`config.mk`:
```
export PLATFORM = sky130hd
export DESIGN_NAME = sam_core_param
export DESIGN_NICKNAME = d
export VERILOG_FILES = /design/src/rtl/sam_pkg.sv /design/src/rtl/sam_alu.sv /design/src/rtl/sam_core_param.sv
export SDC_FILE = /design/constraint.sdc
export NUM_CORES = 1
export LEC_CHECK = 0
export CAP_MARGIN = 20
export CORE_UTILIZATION = 50
export DETAILED_ROUTE_END_ITERATION = 6
export PLACE_DENSITY = 0.77
export SYNTH_ARGS = -nofsm -noshare
export SYNTH_HDL_FRONTEND = slang
export SYNTH_SLANG_ARGS = --single-unit
export TNS_END_PERCENT = 30
```
`constraint.sdc`:
```
create_clock -name clk -period 9.1 [get_ports clk]
set_input_delay 1.82 -clock clk [delete_from_list [all_inputs] [get_ports clk]]
set_output_delay 1.82 -clock clk [all_outputs]
set_load 0.01 [all_outputs]
```
`src/rtl/sam_pkg.sv`:
```
// Shared opcode and FSM state definitions for the SAM accumulator core.
package sam_pkg;

    localparam logic [2:0] OP_LOAD  = 3'b000;
    localparam logic [2:0] OP_STORE = 3'b001;
    localparam logic [2:0] OP_ADD   = 3'b010;
    localparam logic [2:0] OP_SUB   = 3'b011;
    localparam logic [2:0] OP_AND   = 3'b100;
    localparam logic [2:0] OP_JMP   = 3'b101;
    localparam logic [2:0] OP_BRN   = 3'b110;
    localparam logic [2:0] OP_BRZ   = 3'b111;

    typedef enum logic [2:0] {
        S_FETCH,
        S_DECODE,
        S_OPER,
        S_EXEC,
        S_ERR
    } state_t;

endpackage

```
`src/rtl/sam_alu.sv`:
```
// Combinational accumulator ALU: produces the next AC value and its N/Z flags.
module sam_alu
    import sam_pkg::*;
#(
    parameter int WIDTH = 16
) (
    input  logic [2:0]       op,
    input  logic [WIDTH-1:0] a,
    input  logic [WIDTH-1:0] b,
    output logic [WIDTH-1:0] result,
    output logic             n,
    output logic             z
);

    always_comb begin
        case (op)
            OP_ADD:  result = a + b;
            OP_SUB:  result = a - b;
            OP_AND:  result = a & b;
            default: result = b;
        endcase
    end

    assign n = result[WIDTH-1];
    assign z = (result == '0);

endmodule

```
`src/rtl/sam_core_param.sv`:
```
// SAM accumulator CPU with a hardwired FSM and REQUEST/RW/WAIT memory handshake.
//
//   state    | meaning
//   ---------+-------------------------------------------------------------
//   S_FETCH  | read instruction at PC into IR, advance PC
//   S_DECODE | resolve JMP/BRN/BRZ (retire) or move on to the operand access
//   S_OPER   | STORE writes AC (retire); other ops read operand into MBR
//   S_EXEC   | ALU result into AC, update flags, retire
//   S_ERR    | wait timeout; bus_err high, core frozen until reset
module sam_core_param
    import sam_pkg::*;
#(
    parameter int WIDTH    = 16,
    parameter int PC_STEP  = 2,
    parameter int RESET_PC = 0,
    parameter int TIMEOUT  = 64
) (
    input  logic             clk,
    input  logic             reset,
    output logic [WIDTH-1:0] mem_addr,
    output logic [WIDTH-1:0] mem_wdata,
    input  logic [WIDTH-1:0] mem_rdata,
    output logic             mem_req,
    output logic             mem_rw,
    input  logic             mem_wait,
    output logic [WIDTH-1:0] ac_out,
    output logic [WIDTH-1:0] pc_out,
    output logic             flag_n,
    output logic             flag_z,
    output logic             retire,
    output logic             bus_err
);

    localparam int CW = (TIMEOUT > 0) ? $clog2(TIMEOUT + 1) : 1;
    localparam logic [CW-1:0] TO_LAST = (TIMEOUT > 0) ? CW'(TIMEOUT - 1) : '0;

    state_t           state_q, state_d;
    logic [WIDTH-1:0] pc_q, pc_d, ir_q, ir_d, mbr_q, mbr_d, ac_q, ac_d;
    logic             flag_n_q, flag_n_d, flag_z_q, flag_z_d;
    logic             req_q, req_d;
    logic [CW-1:0]    cnt_q, cnt_d;

    logic [2:0]       op;
    logic [WIDTH-1:0] operand, alu_res;
    logic             alu_n, alu_z, done, stall;

    assign op      = ir_q[WIDTH-1 -: 3];
    assign operand = {3'b000, ir_q[WIDTH-4:0]};
    assign done    = req_q & ~mem_wait;
    assign stall   = req_q & mem_wait;

    sam_alu #(.WIDTH(WIDTH)) u_alu (
        .op     (op),
        .a      (ac_q),
        .b      (mbr_q),
        .result (alu_res),
        .n      (alu_n),
        .z      (alu_z)
    );

    always_ff @(posedge clk) begin
        if (reset) begin
            state_q  <= S_FETCH;
            pc_q     <= WIDTH'(RESET_PC);
            ir_q     <= '0;
            mbr_q    <= '0;
            ac_q     <= '0;
            flag_n_q <= 1'b0;
            flag_z_q <= 1'b1;
            req_q    <= 1'b0;
            cnt_q    <= '0;
        end else begin
            state_q  <= state_d;
            pc_q     <= pc_d;
            ir_q     <= ir_d;
            mbr_q    <= mbr_d;
            ac_q     <= ac_d;
            flag_n_q <= flag_n_d;
            flag_z_q <= flag_z_d;
            req_q    <= req_d;
            cnt_q    <= cnt_d;
        end
    end

    always_comb begin
        state_d  = state_q;
        pc_d     = pc_q;
        ir_d     = ir_q;
        mbr_d    = mbr_q;
        ac_d     = ac_q;
        flag_n_d = flag_n_q;
        flag_z_d = flag_z_q;
        cnt_d    = '0;
        retire   = 1'b0;
        mem_addr = pc_q;
        mem_rw   = 1'b1;

        case (state_q)
            S_FETCH: begin
                if (done) begin
                    ir_d    = mem_rdata;
                    pc_d    = pc_q + WIDTH'(PC_STEP);
                    state_d = S_DECODE;
                end
            end
            S_DECODE: begin
                case (op)
                    OP_JMP: begin
                        pc_d    = operand;
                        retire  = 1'b1;
                        state_d = S_FETCH;
                    end
                    OP_BRN: begin
                        if (flag_n_q) pc_d = operand;
                        retire  = 1'b1;
                        state_d = S_FETCH;
                    end
                    OP_BRZ: begin
                        if (flag_z_q) pc_d = operand;
                        retire  = 1'b1;
                        state_d = S_FETCH;
                    end
                    default: state_d = S_OPER;
                endcase
            end
            S_OPER: begin
                mem_addr = operand;
                mem_rw   = (op != OP_STORE);
                if (done) begin
                    if (op == OP_STORE) begin
                        retire  = 1'b1;
                        state_d = S_FETCH;
                    end else begin
                        mbr_d   = mem_rdata;
                        state_d = S_EXEC;
                    end
                end
            end
            S_EXEC: begin
                ac_d     = alu_res;
                flag_n_d = alu_n;
                flag_z_d = alu_z;
                retire   = 1'b1;
                state_d  = S_FETCH;
            end
            default: state_d = S_ERR;
        endcase

        // Counter only runs while an access is stalled; any other cycle clears it.
        if (stall) begin
            if (TIMEOUT > 0 && cnt_q == TO_LAST) state_d = S_ERR;
            else cnt_d = cnt_q + 1'b1;
        end

        req_d = (state_d == S_FETCH) || (state_d == S_OPER);
    end

    assign mem_req   = req_q;
    assign mem_wdata = ac_q;
    assign ac_out    = ac_q;
    assign pc_out    = pc_q;
    assign flag_n    = flag_n_q;
    assign flag_z    = flag_z_q;
    assign bus_err   = (state_q == S_ERR);

endmodule

```
# After elaboration in Yosys (flattened, before gate mapping)
# Cells that the tools add are included.
# totals
mem_bits_ro	0
inputBits	19
ram_bits	0
output_inout_bits	70
elab_cells	66
ff_bits	77
mem_count	0
latch_bits	0
# classes
n_mul	0
n_shift	0
bitwise_logic	6
magnitude_cmp	0
add_sub_neg	4
div_mod_pow	0
mux	19
reduce_logical	10
eq_ne	18
# op_table
op	n
case mux 16 bit (3 select lines)	2
2-to-1 mux 16 bit	4
case mux 16 bit (2 select lines)	1
adder 16 bit	1
adder 16 x 2 -> 16 bit, second input constant	1
AND 16 bit	1
zero test 16 bit	1
subtractor 16 bit	1
== test 3 x 2 -> 1 bit, second input constant	5
== test 3 bit, second input constant	5
2-to-1 mux 3 bit	4
case mux 3 bit (4 select lines)	1
adder 7 x 1 -> 7 bit, second input constant	1
== test 7 x 6 -> 1 bit, second input constant	1
== test 3 x 1 -> 1 bit, second input constant	2
zero test 3 bit	2
!= test 3 bit, second input constant	2
OR reduction 3 bit	2
AND reduction 5 bit	1
2-to-1 mux 1 bit	4
2-to-1 mux 2 bit	2
!= test 4 x 2 -> 1 bit, second input constant	1
!= test 3 x 1 -> 1 bit, second input constant	1
inverter 1 bit	3
other kinds (7)	8

# Logic depth before layout (Yosys ltp)
# logic_depth
depth_word	8
ltp_mapped	17
mapped_depth_nobuf	17

# Hierarchy
# A second synthesis with hierarchy kept.
# hier_totals
hier_cells	650
area_unflattened_um2	5102.4
# modules_own_cells
mod	seq_area_each_um2	n_inst	area_per_inst_um2	cells_per_inst
sam_core_param	1541.5	1	3538.4	429
sam_alu	0.0	1	1564.0	221

# Least setup slack after synthesis
# No wires, ideal clock.
# synth_path
path_type	input-to-output
start	in mem_wait
end	out retire
required_time_ns	7.280
stages	2
path_slack_ns	5.002
n_path_buf	0
arrival_time_ns	2.278
path_cell_list	nand2b_1 o221ai_1
# synth_between
elab_chain_len	4
# synth_lines
item	line	text
from (decl)	sam_core_param.sv:25	input logic mem_wait,
inverter 1 bit	sam_core_param.sv:49	assign done = req_q & ~mem_wait;
AND 1 bit	sam_core_param.sv:49	
2-to-1 mux 1 bit	sam_core_param.sv:129	if (done) begin
case mux 1 bit (3 select lines)	sam_core_param.sv:98	case (state_q)
to (decl)	sam_core_param.sv:30	output logic retire,
# No other way between the ends.

# Worst setup path after layout
# Ends and elaborated chain as after synthesis.

==> impl_metrics.prom <==
# TYPE chip_impl_metric gauge
chip_impl_metric{name="share_of_final_layout_standard_cells_stronger_than_drive_strength_1",unit=""} 0.0808
chip_impl_metric{name="fin_skew",unit="ps"} 8.73
chip_impl_metric{name="count_of_filler_cells_inserted_in_the_layout",unit=""} 820
chip_impl_metric{name="detail_route.iter0.violations",unit=""} 174
chip_impl_metric{name="diodes",unit=""} 0
chip_impl_metric{name="synthArstFlopShare",unit=""} 0
chip_impl_metric{name="final_slew_violations",unit=""} 0
chip_impl_metric{name="post_cts_buffers",unit=""} 0
chip_impl_metric{name="p_leak",unit="nW"} 2.13
chip_impl_info{name="hold_path_sink",value="cnt_q[0]"} 1
chip_impl_metric{name="cts_resized",unit=""} 0
chip_impl_metric{name="place_hpwl",unit="mm"} 8.69
chip_impl_metric{name="number_of_global_route_vias_before_repair",unit=""} 4443
chip_impl_metric{name="layout.area.seq",unit="um2"} 1520
chip_impl_metric{name="grt_util_all_layers",unit=""} 0.260
chip_impl_metric{name="setup-tns-final",unit="ps"} 0
chip_impl_metric{name="cts_made_buffers",unit=""} 9
chip_impl_metric{name="max_cap_violations",unit=""} 0
chip_impl_info{name="critical_path.reg2reg.endpoint",value="flag_z"} 1
chip_impl_info{name="ys.flop_type",value="sky130_fd_sc_hd__dfxtp_1"} 1
chip_impl_metric{name="antenna_violating_nets_post_route",unit=""} 0
chip_impl_metric{name="clk_pin_slew_worst_paths",unit="ps"} 80
chip_impl_metric{name="clock_insertion_delay_worst_skew",unit="ps"} 360
chip_impl_info{name="run_status",value="completed"} 1
chip_impl_metric{name="period_minus_slack",unit="ps"} 5160
chip_impl_info{name="timing.critical_path.to_type",value="primary output"} 1
chip_impl_info{name="path_type_of_the_worst_min_delay_path",value="register to register"} 1
chip_impl_metric{name="reg2regPathDepth",unit=""} 16
chip_impl_metric{name="io_buffer_count",unit=""} 88
chip_impl_info{name="worstSetupStartpointType",value="input pin"} 1
chip_impl_metric{name="cts.path.max_buffers",unit=""} 2
chip_impl_metric{name="die_height",unit="um"} 99.0
chip_impl_metric{name="nets",unit=""} 715
chip_impl_metric{name="routed_via_density",unit=""} 5.82
chip_impl_info{name="cts_tree",value="done"} 1
chip_impl_metric{name="stdcell_area",unit="um2"} 5790
chip_impl_metric{name="syn-mean-instance-area",unit="um2"} 7.57
chip_impl_metric{name="die_w",unit="um"} 99.0
chip_impl_metric{name="synth_edf_count",unit=""} 0
chip_impl_metric{name="grt_antenna_before_repair",unit=""} 0
chip_impl_info{name="min-delay-start",value="cnt_q[0]"} 1
chip_impl_metric{name="cts.htree.levels",unit=""} 3
chip_impl_info{name="unrepaired_setup_endpoints_after_global_routing",value="no"} 1
chip_impl_metric{name="drcViolationCount",unit=""} 0
chip_impl_info{name="synth.area.top_cells",value="sky130_fd_sc_hd__dfxtp_1, sky130_fd_sc_hd__nand2_1, sky130_fd_sc_hd__a21oi_1"} 1
chip_impl_metric{name="area_growth",unit="%"} 23.0
chip_impl_metric{name="initial_utilization",unit=""} 0.512
chip_impl_metric{name="synth_top_area_share",unit=""} 0.323
chip_impl_metric{name="worstPathArrival",unit="ps"} 3340
chip_impl_metric{name="dr.pass1.iters",unit=""} 4
chip_impl_metric{name="critical_path_required",unit="ps"} 7280
chip_impl_info{name="post_synth_most_frequent_cells",value="sky130_fd_sc_hd__nand2_1, sky130_fd_sc_hd__dfxtp_1, sky130_fd_sc_hd__a21oi_1"} 1
chip_impl_metric{name="seq_area_frac_synth",unit=""} 0.323
chip_impl_metric{name="hold_violations",unit=""} 0
chip_impl_metric{name="grt_max_degree",unit=""} 64
chip_impl_metric{name="critical_path_peak_fanout",unit=""} 5
chip_impl_info{name="clock_tree.root_cell",value="sky130_fd_sc_hd__clkbuf_8"} 1
chip_impl_info{name="timing.rr.start",value="mbr_q[0]"} 1
chip_impl_info{name="type_of_the_worst_setup_path",value="input pin to primary output"} 1
chip_impl_metric{name="timing.max_slew.rel_slack",unit=""} 0.552
chip_impl_metric{name="tritoncts_num_sinks",unit=""} 76
chip_impl_metric{name="io_pins",unit=""} 89
chip_impl_metric{name="dpl-instance-area",unit="um2"} 5530
chip_impl_info{name="synth.most_common_cell",value="sky130_fd_sc_hd__nand2_1"} 1
chip_impl_metric{name="post_synth_design_cell_area",unit="um2"} 4710
chip_impl_info{name="setup.worst_path.start",value="mem_wait"} 1
chip_impl_metric{name="syn_nets",unit=""} 661
chip_impl_metric{name="route.vias.total",unit=""} 4611
chip_impl_metric{name="die_area",unit="um2"} 9810
chip_impl_metric{name="route.detailed.wl_per_inst",unit="um"} 15.2
chip_impl_info{name="yosys.area.top_type",value="sky130_fd_sc_hd__dfxtp_1"} 1
chip_impl_metric{name="worstHoldPathCells",unit=""} 1
chip_impl_metric{name="ys_ff_latch",unit=""} 76
chip_impl_metric{name="holdBufCountCts",unit=""} 0
chip_impl_metric{name="cell_area_power_density",unit="nW/um2"} 148
chip_impl_metric{name="tightestPinTransition",unit="ps"} 672
chip_impl_metric{name="report.power.total",unit="mW"} 0.859
chip_impl_metric{name="max_clock_freq",unit="MHz"} 194
chip_impl_metric{name="row_count",unit=""} 35
chip_impl_metric{name="final_hold_slack",unit="ps"} 442
chip_impl_metric{name="ir_worst_vdd",unit="V"} 0.0000904
chip_impl_metric{name="setup_violation_total_in_the_final_timing_report",unit=""} 0
chip_impl_metric{name="fin_crit_sh",unit=""} 0.567
chip_impl_metric{name="rrSetupSlack",unit="ps"} 5180
chip_impl_metric{name="gp_congestion",unit=""} 0.953
chip_impl_metric{name="grt_remaining_overflow",unit=""} 0
chip_impl_metric{name="area_inside_the_core_boundary",unit="um2"} 9200
chip_impl_metric{name="drt_wl_total",unit="mm"} 12.1
chip_impl_metric{name="multiInputGateArea",unit="um2"} 2900
chip_impl_metric{name="synth-warning-count",unit=""} 0
chip_impl_metric{name="grt_pass1_wl",unit="mm"} 20.6
chip_impl_metric{name="syn_inst",unit=""} 622
chip_impl_metric{name="ys_types",unit=""} 60
## registers in the layout, summed over array words and instances, names as in the netlist
register  flops
cnt_q         7
ir_q         16
pc_out       16
ac_out       16
mem_req       1
flag_z        1
mbr_q        16
state_q       3
## where the power goes
group | internal [mW] | total [mW] | leakage, nW | switching [mW]
Clock | 0.211 | 0.345 | 0.127 | 0.134
Sequential | 0.340 | 0.349 | 0.615 | 0.00948
Combinational | 0.0760 | 0.165 | 1.39 | 0.0888
## area by class of cell
type	count	share of cell area
multi-input cells	483	0.501
flip-flops and latches	76	0.263
repair buffers	94	0.159
well taps	111	0.0240
clock inverters	6	0.0235
clock buffers	10	0.0220
inverters	12	0.00778
## worst max path at each step
stage / to / slack [ps] / depth (start not counted)
after CTS: retire / 3920 / 4
final: retire / 3940 / 4
after global placement: retire / 3920 / 4
after global routing: retire / 3860 / 4
after detailed placement: retire / 3940 / 4
after floorplan: retire / 5000 / 2
## logic make-up (layout without fill, tap and decap cells)
logic type               count (synthesis)  in the layout  synth area share
AND/OR/NAND/NOR                        256            256             0.254
flip-flops                              76             76             0.323
multiplexers                            15             15            0.0356
XOR/XNOR                                31             31            0.0577
AO/OA/AOI/OAI                          161            161             0.211
buffers and inverters                   63            122            0.0640
adder cells (fa/ha/maj)                 20             20            0.0547
## stage by stage
stage          worst slack [ps]  utilization  instances
2_1_floorplan              5000            -        622
3_3_place_gp               3920        0.601        776
3_5_place_dp               3940        0.601        776
4_1_cts                    3920        0.630        792
5_1_grt                    3860        0.630        792
6_report                   3940        0.630        792
## metal layers
layer  share of wire  wire (um)  global-route usage  vias up
met5               0          0                   0        -
met4           0.023        274               0.103        0
met3           0.059        705              0.0418       25
met2            0.47       5650               0.449      164
met1            0.45       5420               0.322     2140
li1                -          -                   -     2282
## placed cells by master, fill, tap and decap left out, drive strengths merged, types with 7 or more instances in the layout
master,Yosys,layout
buf,18,7
a21oi,71,71
and3,7,7
nor3,22,22
dfxtp,76,76
mux2,14,14
clkbuf,33,10
xnor2,18,18
xor2,13,13
nand3,16,16
a211oi,12,12
clkdlybuf4s50,0,87
inv,12,12
nor2,65,65
ha,19,19
nand2,100,100
o21ai,33,33
## critical path: stages
cell and delay [ps]:
sky130_fd_sc_hd__clkdlybuf4s50_1 430, sky130_fd_sc_hd__nand2b_1 240, sky130_fd_sc_hd__o221ai_1 270, sky130_fd_sc_hd__clkdlybuf4s50_1 590
(Power assumes the default switching activity.)
